<file path="src/rtl/pdh_dac_axis_if.sv">
// AXI-Stream bundle between the DAC transmit path and the platform DAC adapter.
interface pdh_dac_axis_if #(
    parameter int TDATA_WIDTH = 32
);
    logic [TDATA_WIDTH-1:0] tdata;
    logic                   tvalid;
    logic                   tready;

    modport master (output tdata, output tvalid, input tready);
    modport slave  (input tdata, input tvalid, output tready);
endinterface

</file>
<file path="src/rtl/pdh_dac_axis_tx.sv">
// Saturates pdh_core control outputs, packs them and streams them to the DAC.
// Optional test ramp source: define PDH_DAC_TEST_RAMP_EN.
module pdh_dac_axis_tx #(
    parameter int IN_WIDTH         = 16,
    parameter int DAC_DATA_WIDTH   = 14,
    parameter int AXIS_TDATA_WIDTH = 32,
    parameter int FIFO_DEPTH       = 4,
    parameter int DROP_CNT_WIDTH   = 16
) (
    input  logic                            clk,
    input  logic                            rst,
    input  logic                            enable_i,
    input  logic                            clear_i,
    input  logic signed [IN_WIDTH-1:0]      ch_a_i,
    input  logic signed [IN_WIDTH-1:0]      ch_b_i,
    input  logic                            in_valid_i,
    pdh_dac_axis_if.master                  M_AXIS,
    output logic [$clog2(FIFO_DEPTH):0]     fifo_level_o,
    output logic [DROP_CNT_WIDTH-1:0]       drop_cnt_o,
    output logic [1:0]                      sat_flag_o
);

    localparam int DW = DAC_DATA_WIDTH;
    localparam int PW = $clog2(FIFO_DEPTH);
    localparam int LW = PW + 1;
    localparam int HW = AXIS_TDATA_WIDTH - 16;

    localparam logic signed [IN_WIDTH-1:0] SMAX =
        IN_WIDTH'((1 <<< (DW - 1)) - 1);
    localparam logic signed [IN_WIDTH-1:0] SMIN = ~SMAX;

    if (AXIS_TDATA_WIDTH < 2 * DW || DW > 16 || IN_WIDTH <= DW) begin : g_bad_width
        $error("pdh_dac_axis_tx: unsupported data widths");
    end
    if (FIFO_DEPTH < 2 || (FIFO_DEPTH & (FIFO_DEPTH - 1)) != 0) begin : g_bad_depth
        $error("pdh_dac_axis_tx: FIFO_DEPTH must be a power of two >= 2");
    end

    // {clip, value}
    function automatic logic [DW:0] sat(input logic signed [IN_WIDTH-1:0] x);
        if (x > SMAX) begin
            return {1'b1, SMAX[DW-1:0]};
        end else if (x < SMIN) begin
            return {1'b1, SMIN[DW-1:0]};
        end else begin
            return {1'b0, x[DW-1:0]};
        end
    endfunction

    logic              accept;
    logic [DW-1:0]     a_in;
    logic [DW-1:0]     b_in;
    logic [1:0]        clip;

    assign accept = in_valid_i && enable_i && !clear_i;

`ifdef PDH_DAC_TEST_RAMP_EN
    logic [DW-1:0] ramp_q;
    logic [DW-1:0] ramp_d;
    logic          unused_ch;

    assign unused_ch = ^{ch_a_i, ch_b_i};

    always_comb begin
        a_in   = ramp_q;
        b_in   = ~ramp_q;
        clip   = 2'b00;
        ramp_d = ramp_q;
        if (accept) begin
            ramp_d = ramp_q + DW'(1);
        end
    end

    always_ff @(posedge clk or posedge rst) begin
        if (rst) begin
            ramp_q <= '0;
        end else begin
            ramp_q <= ramp_d;
        end
    end
`else
    logic [DW:0] a_sat;
    logic [DW:0] b_sat;

    always_comb begin
        a_sat = sat(ch_a_i);
        b_sat = sat(ch_b_i);
        a_in  = a_sat[DW-1:0];
        b_in  = b_sat[DW-1:0];
        clip  = {b_sat[DW], a_sat[DW]};
    end
`endif

    logic                        s1_valid_q, s1_valid_d;
    logic [DW-1:0]               s1_a_q, s1_a_d;
    logic [DW-1:0]               s1_b_q, s1_b_d;
    logic [1:0]                  sat_q, sat_d;
    logic [PW-1:0]               wr_ptr_q, wr_ptr_d;
    logic [PW-1:0]               rd_ptr_q, rd_ptr_d;
    logic [LW-1:0]               level_q, level_d;
    logic [DROP_CNT_WIDTH-1:0]   drop_q, drop_d;
    logic [AXIS_TDATA_WIDTH-1:0] mem_q [FIFO_DEPTH];

    logic                        tvalid;
    logic                        full;
    logic                        pop;
    logic                        push;
    logic                        drop;
    logic [AXIS_TDATA_WIDTH-1:0] pkt;

    // Each channel sign-extended into its own half of the word.
    assign pkt = {HW'($signed(s1_b_q)), 16'($signed(s1_a_q))};

    assign tvalid = (level_q != '0);
    assign full   = (level_q == LW'(FIFO_DEPTH));
    assign pop    = tvalid && M_AXIS.tready && !clear_i;
    assign push   = s1_valid_q && !clear_i && (!full || pop);
    assign drop   = s1_valid_q && !clear_i && !push;

    always_comb begin
        s1_valid_d = accept;
        s1_a_d     = s1_a_q;
        s1_b_d     = s1_b_q;
        sat_d      = sat_q;
        wr_ptr_d   = wr_ptr_q;
        rd_ptr_d   = rd_ptr_q;
        level_d    = level_q;
        drop_d     = drop_q;

        if (accept) begin
            s1_a_d = a_in;
            s1_b_d = b_in;
            sat_d  = sat_q | clip;
        end
        if (push) begin
            wr_ptr_d = wr_ptr_q + PW'(1);
        end
        if (pop) begin
            rd_ptr_d = rd_ptr_q + PW'(1);
        end
        if (push && !pop) begin
            level_d = level_q + LW'(1);
        end else if (pop && !push) begin
            level_d = level_q - LW'(1);
        end
        if (drop && drop_q != '1) begin
            drop_d = drop_q + DROP_CNT_WIDTH'(1);
        end

        if (clear_i) begin
            sat_d    = '0;
            wr_ptr_d = '0;
            rd_ptr_d = '0;
            level_d  = '0;
            drop_d   = '0;
        end
    end

    always_ff @(posedge clk or posedge rst) begin
        if (rst) begin
            s1_valid_q <= 1'b0;
            s1_a_q     <= '0;
            s1_b_q     <= '0;
            sat_q      <= '0;
            wr_ptr_q   <= '0;
            rd_ptr_q   <= '0;
            level_q    <= '0;
            drop_q     <= '0;
        end else begin
            s1_valid_q <= s1_valid_d;
            s1_a_q     <= s1_a_d;
            s1_b_q     <= s1_b_d;
            sat_q      <= sat_d;
            wr_ptr_q   <= wr_ptr_d;
            rd_ptr_q   <= rd_ptr_d;
            level_q    <= level_d;
            drop_q     <= drop_d;
        end
    end

    // Storage needs no reset: the read side is masked while empty.
    always_ff @(posedge clk) begin
        if (push) begin
            mem_q[wr_ptr_q] <= pkt;
        end
    end

    assign M_AXIS.tvalid = tvalid;
    assign M_AXIS.tdata  = tvalid ? mem_q[rd_ptr_q] : '0;
    assign fifo_level_o  = level_q;
    assign drop_cnt_o    = drop_q;
    assign sat_flag_o    = sat_q;

endmodule
</file>
<file path="src/flat_wrapper.sv">
// flat-port wrapper written by rule: the top's interface ports become plain ports
module pdh_dac_axis_tx_flat 
#(
    parameter int IN_WIDTH         = 16,
    parameter int DAC_DATA_WIDTH   = 14,
    parameter int AXIS_TDATA_WIDTH = 32,
    parameter int FIFO_DEPTH       = 4,
    parameter int DROP_CNT_WIDTH   = 16
)
  (clk, rst, enable_i, clear_i, ch_a_i, ch_b_i, in_valid_i, fifo_level_o, drop_cnt_o, sat_flag_o, M_AXIS_tdata, M_AXIS_tvalid, M_AXIS_tready);
  pdh_dac_axis_if M_AXIS_i ();
  input  logic clk;
  input  logic rst;
  input  logic enable_i;
  input  logic clear_i;
  input  logic signed [IN_WIDTH-1:0] ch_a_i;
  input  logic signed [IN_WIDTH-1:0] ch_b_i;
  input  logic in_valid_i;
  output logic [$clog2(FIFO_DEPTH):0] fifo_level_o;
  output logic [DROP_CNT_WIDTH-1:0] drop_cnt_o;
  output logic [1:0] sat_flag_o;
  output wire logic [$bits(M_AXIS_i.tdata)-1:0] M_AXIS_tdata;
  output wire logic [$bits(M_AXIS_i.tvalid)-1:0] M_AXIS_tvalid;
  input wire logic [$bits(M_AXIS_i.tready)-1:0] M_AXIS_tready;
  assign M_AXIS_tdata = M_AXIS_i.tdata;
  assign M_AXIS_tvalid = M_AXIS_i.tvalid;
  assign M_AXIS_i.tready = M_AXIS_tready;
  pdh_dac_axis_tx #(.IN_WIDTH(IN_WIDTH), .DAC_DATA_WIDTH(DAC_DATA_WIDTH), .AXIS_TDATA_WIDTH(AXIS_TDATA_WIDTH), .FIFO_DEPTH(FIFO_DEPTH), .DROP_CNT_WIDTH(DROP_CNT_WIDTH)) u_core (.clk(clk), .rst(rst), .enable_i(enable_i), .clear_i(clear_i), .ch_a_i(ch_a_i), .ch_b_i(ch_b_i), .in_valid_i(in_valid_i), .M_AXIS(M_AXIS_i), .fifo_level_o(fifo_level_o), .drop_cnt_o(drop_cnt_o), .sat_flag_o(sat_flag_o));
endmodule
</file>
<file path="config.mk">
export PLATFORM = sky130hd
export DESIGN_NAME = pdh_dac_axis_tx_flat
export DESIGN_NICKNAME = d
export VERILOG_FILES = /design/src/rtl/pdh_dac_axis_if.sv /design/src/rtl/pdh_dac_axis_tx.sv /design/src/flat_wrapper.sv
export SDC_FILE = /design/constraint.sdc
export NUM_CORES = 1
export LEC_CHECK = 0
export CELL_PAD_IN_SITES_DETAIL_PLACEMENT = 0
export CELL_PAD_IN_SITES_GLOBAL_PLACEMENT = 1
export CORE_MARGIN = 5
export CORE_UTILIZATION = 48
export CTS_BUF_LIST = sky130_fd_sc_hd__clkbuf_16
export DETAILED_ROUTE_END_ITERATION = 7
export GPL_TIMING_DRIVEN = 0
export PLACE_DENSITY_LB_ADDON = 0.15
export SLEW_MARGIN = 20
export SYNTH_ARGS = -nofsm -noshare
export SYNTH_HDL_FRONTEND = slang
export SYNTH_SLANG_ARGS = --single-unit
export TNS_END_PERCENT = 50
</file>
<file path="constraint.sdc">
create_clock -name clk -period 4.7 [get_ports clk]
set_input_delay 0.94 -clock clk [delete_from_list [all_inputs] [get_ports clk]]
set_output_delay 0.94 -clock clk [all_outputs]
set_load 0.03 [all_outputs]
</file>
==> impl_metrics.json <==
{
  "synth_edf_count": 112,
  "die_w_microns": 134,
  "min_period_ns": 4.10,
  "ys_types": 45,
  "viasPerCell": 5.59,
  "critical_path_buf_inv_count": 4,
  "io_pins": 92,
  "hold_violations": 0,
  "final-setup-viol-count": 0,
  "hold_end": "u_core.mem_q[2][30]",
  "drv_cap": 0,
  "min_path_type": "reg -> reg",
  "post-cts-setup-buffers": 0,
  "min_from": "u_core.s1_b_q[13]",
  "required_ns": 3.76,
  "intPower_mw": 2.80,
  "grt_pass1_vias": 5150,
  "fp.dieH_microns": 134,
  "nets": 747,
  "hold_path_depth": 0,
  "synth.cell_area_sq_um": 7390,
  "switching_power_mw": 1.07,
  "vias": 5053,
  "multi_input_area_sq_um": 2470,
  "floorplan.rows": 45,
  "rr_startpoint": "u_core.fifo_level_o[1]",
  "clock_latency_ns": 0.42,
  "rsz0062_at_grt": "false",
  "r2r_slack_ns": 1.76,
  "area_growth_pct": 23.9,
  "crit_path_max_fanout": 10,
  "yosysTopAreaCellShare_pct": 45.5,
  "fin_area_sq_um": 9160,
  "ys_warn_count": 0,
  "dp_hpwl_microns": 11300,
  "critPathKind": "reg -> out",
  "synth_flop_cell": "edfxtp_1",
  "first_pass_iters": 4,
  "port_buffers": 85,
  "regArea_sq_um": 4710,
  "fin_skew_ns": 0.00757,
  "gp_congestion": 0.783,
  "cellPowerDensity_nw_per_um2": 422,
  "wl_microns": 16300,
  "synth_top_cell_by_area": "edfxtp_1",
  "cts_sinks": 166,
  "slowest_stage": "clkdlybuf4s50_1",
  "post_drt_wl_per_cell_microns": 18.0,
  "root_buffer": "clkbuf_16",
  "grt_usage_pct": 19.1,
  "hold_buffers": 0,
  "synth.area.top_cells": "edfxtp_1 (45%), dfrtp_1 (18%), mux4_2 (8.5%)",
  "crit_chain": "clkbuf_1 > clkbuf_1 > mux4_2 > and2_1 > buf_4 > clkdlybuf4s50_1",
  "min_period_over_period_pct": 87.3,
  "synth.avg_cell_area_sq_um": 12.4,
  "worstRegToRegCells": 9,
  "crit_arrival_ns": 3.16,
  "clock.fmax_mhz": 244,
  "place_inst": 872,
  "synth-seq-cells": 166,
  "combPwrFrac_pct": 21.0,
  "vdd_drop_max_mv": 0.269,
  "ys_seq_area_share_pct": 63.8,
  "slew_headroom_pct": 39.8,
  "ctsResizeCount": 0,
  "tightest_slew_ns": 0.903,
  "grt_pass1_wl_microns": 26700,
  "drv_slew": 0,
  "setup_tns_ns": 0,
  "n_antenna_cell": 0,
  "fillers": 1224,
  "async_flop_share_pct": 32.5,
  "startpoint_type": "flip-flop",
  "core_region_area_sq_um": 15100,
  "clk_pin_slew_worst_paths_ns": 0.06,
  "place_area_sq_um": 8600,
  "clkPwrFrac_pct": 34.1,
  "antenna_found_initial": 0,
  "cts_buffer_depth": 2,
  "cts-buffers-inserted": 17,
  "drive_gt1_share_pct": 11.5,
  "syn_nets": 638,
  "r2r_end": "u_core.fifo_level_o[2]",
  "stdcell_count": 904,
  "grt_overflow": 0,
  "htreeDepth": 4,
  "crit_family": "buffers and inverters",
  "dieArea_sq_um": 18000,
  "crit_path_end_kind": "primary output",
  "drc": 0,
  "power_frac_seq_pct": 44.9,
  "ant_nets": 0,
  "first_iter_violations": 313,
  "synthCells": 594,
  "grt_max_degree": 40,
  "tritoncts": "yes",
  "leakagePower_nw": 3.32,
  "cpPeakStageDelay_ns": 0.58,
  "crit_path_frequent_cell": "clkbuf_1",
  "switching_share_pct": 27.6,
  "initial_utilization_pct": 48.8,
  "outcome": "finished clean"
}
Yosys cell counts (all sizes together) (5+ instances only):
cell type and instances:
and2 34, dfrtp 54, nand2 88, nor3 9
mux4 28, and4 5, o21ai 55, nand3 5
inv 10, nand4 9, and3 8, nor2 66
ha 5, edfxtp 112, buf 11, a21oi 15
clkbuf 30
power by group through the flow:
stage                     Clock, mW  Combinational [mW]  Sequential, mW
after floorplan                   0               0.508            1.75
after global placement            0               0.814            1.75
after detailed placement          0               0.829            1.76
after CTS                      1.34               0.831            1.74
after global routing           1.41               0.883            1.75
final                          1.32               0.813            1.74
cell type report:
| type | instances | area share [%] |
|---|---|---|
| Clock buffer | 17 | 4.64 |
| Tap cell | 188 | 2.57 |
| Timing Repair Buffer | 90 | 10.5 |
| Sequential cell | 166 | 51.4 |
| Multi-Input combinational cell | 377 | 26.9 |
| Clock inverter | 15 | 1.56 |
| Buffer | 41 | 1.95 |
| Inverter | 10 | 0.437 |
state kept, by name (all words and copies together) (netlist names):
name                 flops
u_core.wr_ptr_q          2
u_core.s1_b_q           14
u_core.s1_a_q           14
u_core.mem_q           112
u_core.drop_cnt_o       16
u_core.rd_ptr_q          2
u_core.fifo_level_o      3
u_core.s1_valid_q        1
u_core.sat_flag_o        2
per-layer routing:
metal | track usage, % | part of all wire, % | vias up
met4 | 5.43 | 1.0 | 0
met1 | 24.8 | 43 | 2541
li1 | - | - | 2377
met5 | 0 | 0 | -
met2 | 32.8 | 52 | 122
met3 | 4.20 | 4.4 | 13
metrics by stage:
step | setup slack (ns) | total power [mW] | util [%] | hold WS (ns)
after floorplan | 1.51 | 2.26 | - | 0.471
after global placement | 1.06 | 2.57 | 56.0 | 0.487
after detailed placement | 0.992 | 2.59 | 56.8 | 0.502
after CTS | 0.547 | 3.90 | 60.5 | 0.514
after global routing | 0.467 | 4.04 | 60.5 | 0.537
final | 0.597 | 3.87 | 60.5 | 0.513
kinds of logic (layout without fill, tap and decap cells):
kind of cell             Yosys count  count (layout)  synth area share [%]
AND/OR/NAND/NOR                  246             246                  15.8
flip-flops                       166             166                  63.8
AO/OA/AOI/OAI                     88              88                  6.68
buffers and inverters             51             173                  2.93
multiplexers                      32              32                  9.12
adder cells (fa/ha/maj)            6               6                  1.12
XOR/XNOR                           5               5                 0.592
worst max-delay path by stage:
stage	start	to	slack (ns)	depth (start not counted)
floorplan	M_AXIS_tready	u_core.fifo_level_o[2]	1.51	10
global placement	u_core.rd_ptr_q[1]	M_AXIS_tdata[14]	1.06	6
detailed placement	u_core.rd_ptr_q[1]	M_AXIS_tdata[15]	0.99	6
CTS	u_core.rd_ptr_q[1]	M_AXIS_tdata[15]	0.55	6
global route	u_core.rd_ptr_q[1]	M_AXIS_tdata[15]	0.47	6
finish	u_core.rd_ptr_q[1]	M_AXIS_tdata[14]	0.60	6
cell usage in the layout, fill, tap and decap left out, types with 5 or more instances in the layout:
master           instances
edfxtp_1               112
nand2_1                 88
clkdlybuf4s50_1         85
nor2_1                  66
o21ai_0                 55
dfrtp_1                 54
clkbuf_1                30
and2_1                  30
mux4_2                  28
clkbuf_16               17
a21oi_1                 15
inv_1                   11
nand4_1                  9
nor3_1                   9
and3_1                   8
nand3_1                  5
and4_1                   5
ha_1                     5
clkinvlp_4               5
Power figures use the tool's default switching activity.
